<file path="src/rtl/gol_pkg.sv">
// gol_pkg: shared state encoding, width defaults and default board buffer
// bases for the Game-of-Life generation sequencer and its helpers.
package gol_pkg;

   localparam int GOL_ADDR_W = 12;
   localparam int GOL_CNT_W  = 16;

   localparam logic [GOL_ADDR_W-1:0] GOL_BASE_A_DEF = 12'h000;
   localparam logic [GOL_ADDR_W-1:0] GOL_BASE_B_DEF = 12'h100;

   typedef enum logic [2:0] {
      ST_IDLE     = 3'd0,
      ST_LAUNCH   = 3'd1,
      ST_WAIT_CPL = 3'd2,
      ST_WAIT_REL = 3'd3,
      ST_NEXT     = 3'd4,
      ST_DRAIN    = 3'd5,
      ST_FINISH   = 3'd6
   } gol_state_e;

endpackage

</file>
<file path="src/rtl/gol_edge_detect.sv">
// gol_edge_detect: rising-edge detector for a level strobe coming from an
// HPS PIO register. The delay register resets high, so a level that is
// already high when reset is released is not taken as a fresh edge.
module gol_edge_detect (
   input  logic clk_i,
   input  logic rst_i,
   input  logic sig_i,
   output logic rise_o
);

   logic sig_q;

   // one-cycle delay of the strobe level
   always_ff @(posedge clk_i or posedge rst_i) begin
      if (rst_i) sig_q <= 1'b1;
      else       sig_q <= sig_i;
   end

   assign rise_o = sig_i & ~sig_q;

endmodule

</file>
<file path="src/rtl/gol_generation_sequencer.sv">
// gol_generation_sequencer: runs N Game-of-Life generations back to back,
// ping-ponging the wrapper's starting/result addresses between buffers A
// and B, and reports progress, final buffer and completion to the HPS.
// Optional per-generation watchdog: define GOL_SEQ_TIMEOUT_EN.
module gol_generation_sequencer
   import gol_pkg::*;
#(
   parameter int ADDR_W         = GOL_ADDR_W,
   parameter int CNT_W          = GOL_CNT_W,
   parameter int TIMEOUT_CYCLES = 1000000
) (
   input  logic              clock,
   input  logic              reset,
   input  logic              io_cmd_go,
   input  logic              io_cmd_abort,
   input  logic [ADDR_W-1:0] io_base_addr_a,
   input  logic [ADDR_W-1:0] io_base_addr_b,
   input  logic [CNT_W-1:0]  io_gen_count,
   output logic [ADDR_W-1:0] io_gol_starting_address,
   output logic [ADDR_W-1:0] io_gol_result_address,
   output logic              io_gol_initialize,
   input  logic              io_gol_completed,
   output logic              io_busy,
   output logic              io_done,
   output logic              io_aborted,
   output logic [CNT_W-1:0]  io_gens_done,
   output logic [ADDR_W-1:0] io_final_addr
`ifdef GOL_SEQ_TIMEOUT_EN
   ,
   output logic              io_timeout
`endif
);

   gol_state_e        state_q, state_d;
   logic              go_rise, accept, wd_expire;
   logic              init_q, init_d, busy_q, busy_d, done_q, done_d, aborted_q, aborted_d;
   logic [CNT_W-1:0]  gens_q, gens_d, cnt_q, cnt_d;
   logic [ADDR_W-1:0] final_q, final_d, start_q, start_d, result_q, result_d;
   logic [ADDR_W-1:0] base_a_q, base_a_d, base_b_q, base_b_d, src_q, src_d, dst_q, dst_d;

   gol_edge_detect u_go_edge (
      .clk_i  (clock),
      .rst_i  (reset),
      .sig_i  (io_cmd_go),
      .rise_o (go_rise)
   );

   assign accept = go_rise && (state_q == ST_IDLE || state_q == ST_FINISH);

`ifdef GOL_SEQ_TIMEOUT_EN
   localparam int WD_W = $clog2(TIMEOUT_CYCLES + 1);
   logic [WD_W-1:0] wd_q;
   logic            timeout_q;

   assign wd_expire = (wd_q == WD_W'(TIMEOUT_CYCLES - 1));

   // watchdog: restarts in LAUNCH, counts WAIT_CPL cycles; sticky flag until next run
   always_ff @(posedge clock or posedge reset) begin
      if (reset) begin
         wd_q      <= '0;
         timeout_q <= 1'b0;
      end else begin
         if (state_q == ST_LAUNCH)        wd_q <= '0;
         else if (state_q == ST_WAIT_CPL) wd_q <= wd_q + 1'b1;
         if (accept) timeout_q <= 1'b0;
         else if (state_q == ST_WAIT_CPL && !io_gol_completed && wd_expire) timeout_q <= 1'b1;
      end
   end

   assign io_timeout = timeout_q;
`else
   logic unused_timeout_cfg;
   assign unused_timeout_cfg = (TIMEOUT_CYCLES > 0);
   assign wd_expire          = 1'b0;
`endif

   // state register
   always_ff @(posedge clock or posedge reset) begin
      if (reset) state_q <= ST_IDLE;
      else       state_q <= state_d;
   end

   // next-state logic; completion takes priority over abort/timeout in WAIT_CPL
   always_comb begin
      state_d = state_q;
      case (state_q)
         ST_IDLE, ST_FINISH: if (go_rise) state_d = (io_gen_count == '0) ? ST_FINISH : ST_LAUNCH;
         ST_LAUNCH:          state_d = io_cmd_abort ? ST_DRAIN : ST_WAIT_CPL;
         ST_WAIT_CPL: begin
            if (io_gol_completed)               state_d = ST_WAIT_REL;
            else if (io_cmd_abort || wd_expire) state_d = ST_DRAIN;
         end
         ST_WAIT_REL: begin
            if (io_cmd_abort)           state_d = ST_DRAIN;
            else if (!io_gol_completed) state_d = ST_NEXT;
         end
         ST_NEXT:            state_d = (gens_q == cnt_q) ? ST_FINISH : ST_LAUNCH;
         ST_DRAIN:           if (!io_gol_completed) state_d = ST_FINISH;
         default:            state_d = ST_IDLE;
      endcase
   end

   // next values of the registered outputs and the per-run latches
   always_comb begin
      init_d    = init_q;
      busy_d    = busy_q;
      done_d    = done_q;
      aborted_d = aborted_q;
      gens_d    = gens_q;
      final_d   = final_q;
      start_d   = start_q;
      result_d  = result_q;
      base_a_d  = base_a_q;
      base_b_d  = base_b_q;
      cnt_d     = cnt_q;
      src_d     = src_q;
      dst_d     = dst_q;
      case (state_q)
         ST_IDLE, ST_FINISH: begin
            if (go_rise) begin
               base_a_d  = io_base_addr_a;
               base_b_d  = io_base_addr_b;
               cnt_d     = io_gen_count;
               src_d     = io_base_addr_a;
               dst_d     = io_base_addr_b;
               final_d   = io_base_addr_a;
               gens_d    = '0;
               aborted_d = 1'b0;
               if (io_gen_count == '0) begin
                  busy_d = 1'b0;
                  done_d = 1'b1;
               end else begin
                  busy_d   = 1'b1;
                  done_d   = 1'b0;
                  start_d  = io_base_addr_a;
                  result_d = io_base_addr_b;
               end
            end
         end
         ST_LAUNCH: begin
            if (io_cmd_abort) aborted_d = 1'b1;
            else              init_d    = 1'b1;
         end
         ST_WAIT_CPL: begin
            if (io_gol_completed) begin
               init_d  = 1'b0;
               gens_d  = gens_q + 1'b1;
               final_d = dst_q;
            end else if (io_cmd_abort || wd_expire) begin
               init_d    = 1'b0;
               aborted_d = 1'b1;
            end
         end
         ST_WAIT_REL: if (io_cmd_abort) aborted_d = 1'b1;
         ST_NEXT: begin
            final_d = dst_q;
            src_d   = dst_q;
            dst_d   = src_q;
            if (gens_q == cnt_q) begin
               busy_d = 1'b0;
               done_d = 1'b1;
            end else begin
               start_d  = dst_q;
               result_d = src_q;
            end
         end
         ST_DRAIN: begin
            if (!io_gol_completed) begin
               busy_d = 1'b0;
               done_d = 1'b1;
            end
         end
         default: ;
      endcase
   end

   // registered outputs
   always_ff @(posedge clock or posedge reset) begin
      if (reset) begin
         init_q    <= 1'b0;
         busy_q    <= 1'b0;
         done_q    <= 1'b0;
         aborted_q <= 1'b0;
         gens_q    <= '0;
         final_q   <= '0;
         start_q   <= '0;
         result_q  <= '0;
      end else begin
         init_q    <= init_d;
         busy_q    <= busy_d;
         done_q    <= done_d;
         aborted_q <= aborted_d;
         gens_q    <= gens_d;
         final_q   <= final_d;
         start_q   <= start_d;
         result_q  <= result_d;
      end
   end

   // per-run latches; only meaningful after an accepted go, so no reset
   always_ff @(posedge clock) begin
      base_a_q <= base_a_d;
      base_b_q <= base_b_d;
      cnt_q    <= cnt_d;
      src_q    <= src_d;
      dst_q    <= dst_d;
   end

   assign io_gol_starting_address = start_q;
   assign io_gol_result_address   = result_q;
   assign io_gol_initialize       = init_q;
   assign io_busy                 = busy_q;
   assign io_done                 = done_q;
   assign io_aborted              = aborted_q;
   assign io_gens_done            = gens_q;
   assign io_final_addr           = final_q;

endmodule
</file>
<file path="config.mk">
export PLATFORM = sky130hd
export DESIGN_NAME = gol_generation_sequencer
export DESIGN_NICKNAME = d
export VERILOG_FILES = /design/src/rtl/gol_pkg.sv /design/src/rtl/gol_edge_detect.sv /design/src/rtl/gol_generation_sequencer.sv
export SDC_FILE = /design/constraint.sdc
export NUM_CORES = 1
export LEC_CHECK = 0
export BUFFER_PORTS_ARGS = -buffer_cell sky130_fd_sc_hd__buf_2
export CAP_MARGIN = 30
export CORE_MARGIN = 2
export CORE_UTILIZATION = 30
export DETAILED_ROUTE_END_ITERATION = 12
export PLACE_DENSITY_LB_ADDON = 0.25
export SYNTH_ARGS = -nofsm -noshare
export SYNTH_HDL_FRONTEND = slang
export SYNTH_SLANG_ARGS = --single-unit
export TNS_END_PERCENT = 100
</file>
<file path="constraint.sdc">
create_clock -name clock -period 3.7 [get_ports clock]
set_input_delay 0.185 -clock clock [delete_from_list [all_inputs] [get_ports clock]]
set_output_delay 0.185 -clock clock [all_outputs]
set_load 0.01 [all_outputs]
</file>
==> impl_metrics.tcl <==
set metrics [dict create \
    cts_root_buf "clkbuf_16" \
    ys_types 44 \
    cts_max_level 3 \
    fin_crit_sh 0.721 \
    drc 0 \
    place_inst 632 \
    grt_pass1_wl_um 16700 \
    cts_buffer_depth 2 \
    worstReg2RegStart "io_gens_done[1]$_DFFE_PP0P_" \
    max_clock_freq_mhz 375 \
    antenna_cells 0 \
    grt-ovfl-total 0 \
    viasPerCell 4.74 \
    mostFrequentLayoutCells "buf_2 (100), dfrtp_1 (59), mux2_2 (47)" \
    fin_nets 507 \
    cp-startpoint "io_gens_done[1]$_DFFE_PP0P_" \
    maxCapViolations 0 \
    fill_cells 1435 \
    power_density_nw_per_um2 759 \
    critPathCaptureType "register" \
    cts_tree "done" \
    grt_pass1_vias 3124 \
    synth_seq_cells 100 \
    syn-cell-area_um2 4530 \
    finalNonFillerCells 649 \
    placementRows 44 \
    crit_fanout 24 \
    dieArea_um2 16100 \
    layout-drive-gt1-share 0.385 \
    ys_warn_count 0 \
    relSlewSlack 0.357 \
    ys.flop_type "dfrtp_1" \
    hp-start "io_gen_count[2]" \
    drv_slew 0 \
    synth_edf_count 40 \
    peakVddDrop_uv 312 \
    grt_usage 0.136 \
    finalHoldViolCount 0 \
    hp-class "in -> reg" \
    async_reset_ff_frac 0.600 \
    die_x_um 127 \
    grt_max_degree 34 \
    setup_tns_ns 0 \
    p_leak_uw 0.00234 \
    multi_input_area_um2 1740 \
    mostFrequentLayoutCell "buf_2" \
    worstSetupPathType "reg -> reg" \
    dp_hpwl_um 7500 \
    clkTransAtPathRegs_ns 0.07 \
    ant_nets 0 \
    first_pass_iters 4 \
    tightest_slew_ns 0.963 \
    wl_um 10500 \
    io_pins 101 \
    setup_violations 0 \
    synth_cells 356 \
    start_util 0.309 \
    antenna_found_initial 0 \
    area_growth_pct 23.2 \
    cts_sinks 100 \
    avgSynthCellArea_um2 12.7 \
    skew_ns 0.00533 \
    whs_ns 0.0254 \
    register_area_um2 2700 \
    core_area_um2 14600 \
    gp_congestion 0.779 \
    clk_latency_ns 0.35 \
    cts_buffers 9 \
    portBuffers 100 \
    grt_setup_unrepaired "false" \
    period_minus_slack_ns 2.67 \
    vias 3075 \
    ys_seq_area_frac 0.597 \
    wl_per_cell_um 16.1 \
    crit_arrival_ns 2.90 \
    die_h_um 127 \
    postSynthNetCount 402 \
    drtIter0Drc 157 \
    startpoint_type "register" \
    cp.required_ns 3.93 \
    outcome "finished clean" \
]
## registers in the layout (all words and copies together), names as in the netlist, 3 cells and up
register,flops
dst_q,12
src_q,12
io_gol_result_address,12
io_gol_starting_address,12
state_q,3
cnt_q,16
io_final_addr,12
io_gens_done,16
## worst max-delay path: stages (launching register included)
cell	delay [ns]
dfrtp_1	0.49
xnor2_1	0.20
nand4_1	0.12
nor4_2	0.51
a21oi_2	0.15
o21bai_4	0.66
mux2_2	0.41
## what timing repair did
action	CTS	global route
setup buffers	0	0
hold endpoints to repair	20	0
hold buffers	2	0
resized for setup	0	0
## worst paths after layout
path / to / slack [ns] / cells past startpoint
min in group asynchronous: io_gens_done[15]$_DFFE_PP0P_ / 0.39 / 3
min: cnt_q[2]$_DFFE_PP_ / 0.03 / 1
min reg2reg: io_final_addr[10]$_DFFE_PP0P_ / 0.47 / 2
max reg2reg: io_gol_starting_address[11]$_DFFE_PP0P_ / 1.03 / 6
max in group asynchronous: u_go_edge.sig_q$_DFF_PP1_ / 2.45 / 5
max: io_gol_starting_address[11]$_DFFE_PP0P_ / 1.03 / 6
## cells in the mapped netlist, drive strengths merged, types with 6 or more instances
master,instances,area (um2)
dfrtp,59,1480
nor4,7,50.1
nand3,11,55.1
o21ai,18,90.1
nor2b,6,37.5
buf,10,62.6
edfxtp,40,1200
a21oi,8,47.6
mux2i,13,130
nor2,25,96.4
nand4,8,50.1
xor2,11,96.3
nand2,30,113
xnor2,20,175
mux2,48,541
## per-stage QoR
stage	util	area, um2	worst slack [ns]	power (uW)
2_1_floorplan	-	4530	0.844	2790
3_3_place_gp	0.357	5230	1.01	3270
3_5_place_dp	0.359	5250	0.995	3310
4_1_cts	0.381	5580	0.993	4300
5_1_grt	0.381	5580	0.861	4520
6_report	0.381	5580	1.03	4230
## power by group
group / switching [uW] / total, uW / internal (uW)
sequential: 246 / 1800 / 1550
combinational: 782 / 1460 / 677
clock: 413 / 975 / 562
total: 1440 / 4230 / 2790
## layout make-up
type                       instances  area share
clock buffer                      11      0.0453
timing repair buffer             108       0.104
sequential                       100       0.485
clock inverter                     4     0.00987
tap                              184      0.0413
multi-input combinational        237       0.312
inverter                           5     0.00336
## layer usage
metal  part of all wire  track usage  vias up
met4              0.013       0.0452        0
met5                  0            0        -
met1               0.47        0.182     1502
li1                   -            -     1496
met3              0.045       0.0409        8
met2               0.47        0.212       69
## kinds of logic after synthesis
| group | share of synthesized area |
|---|---|
| AO/OA/AOI/OAI | 0.0566 |
| XOR/XNOR | 0.0599 |
| adder cells (fa/ha/maj) | 0.00276 |
| buffers and inverters | 0.0213 |
| flip-flops | 0.597 |
| multiplexers | 0.148 |
| AND/OR/NAND/NOR | 0.114 |
Power figures use the tool's default switching activity.
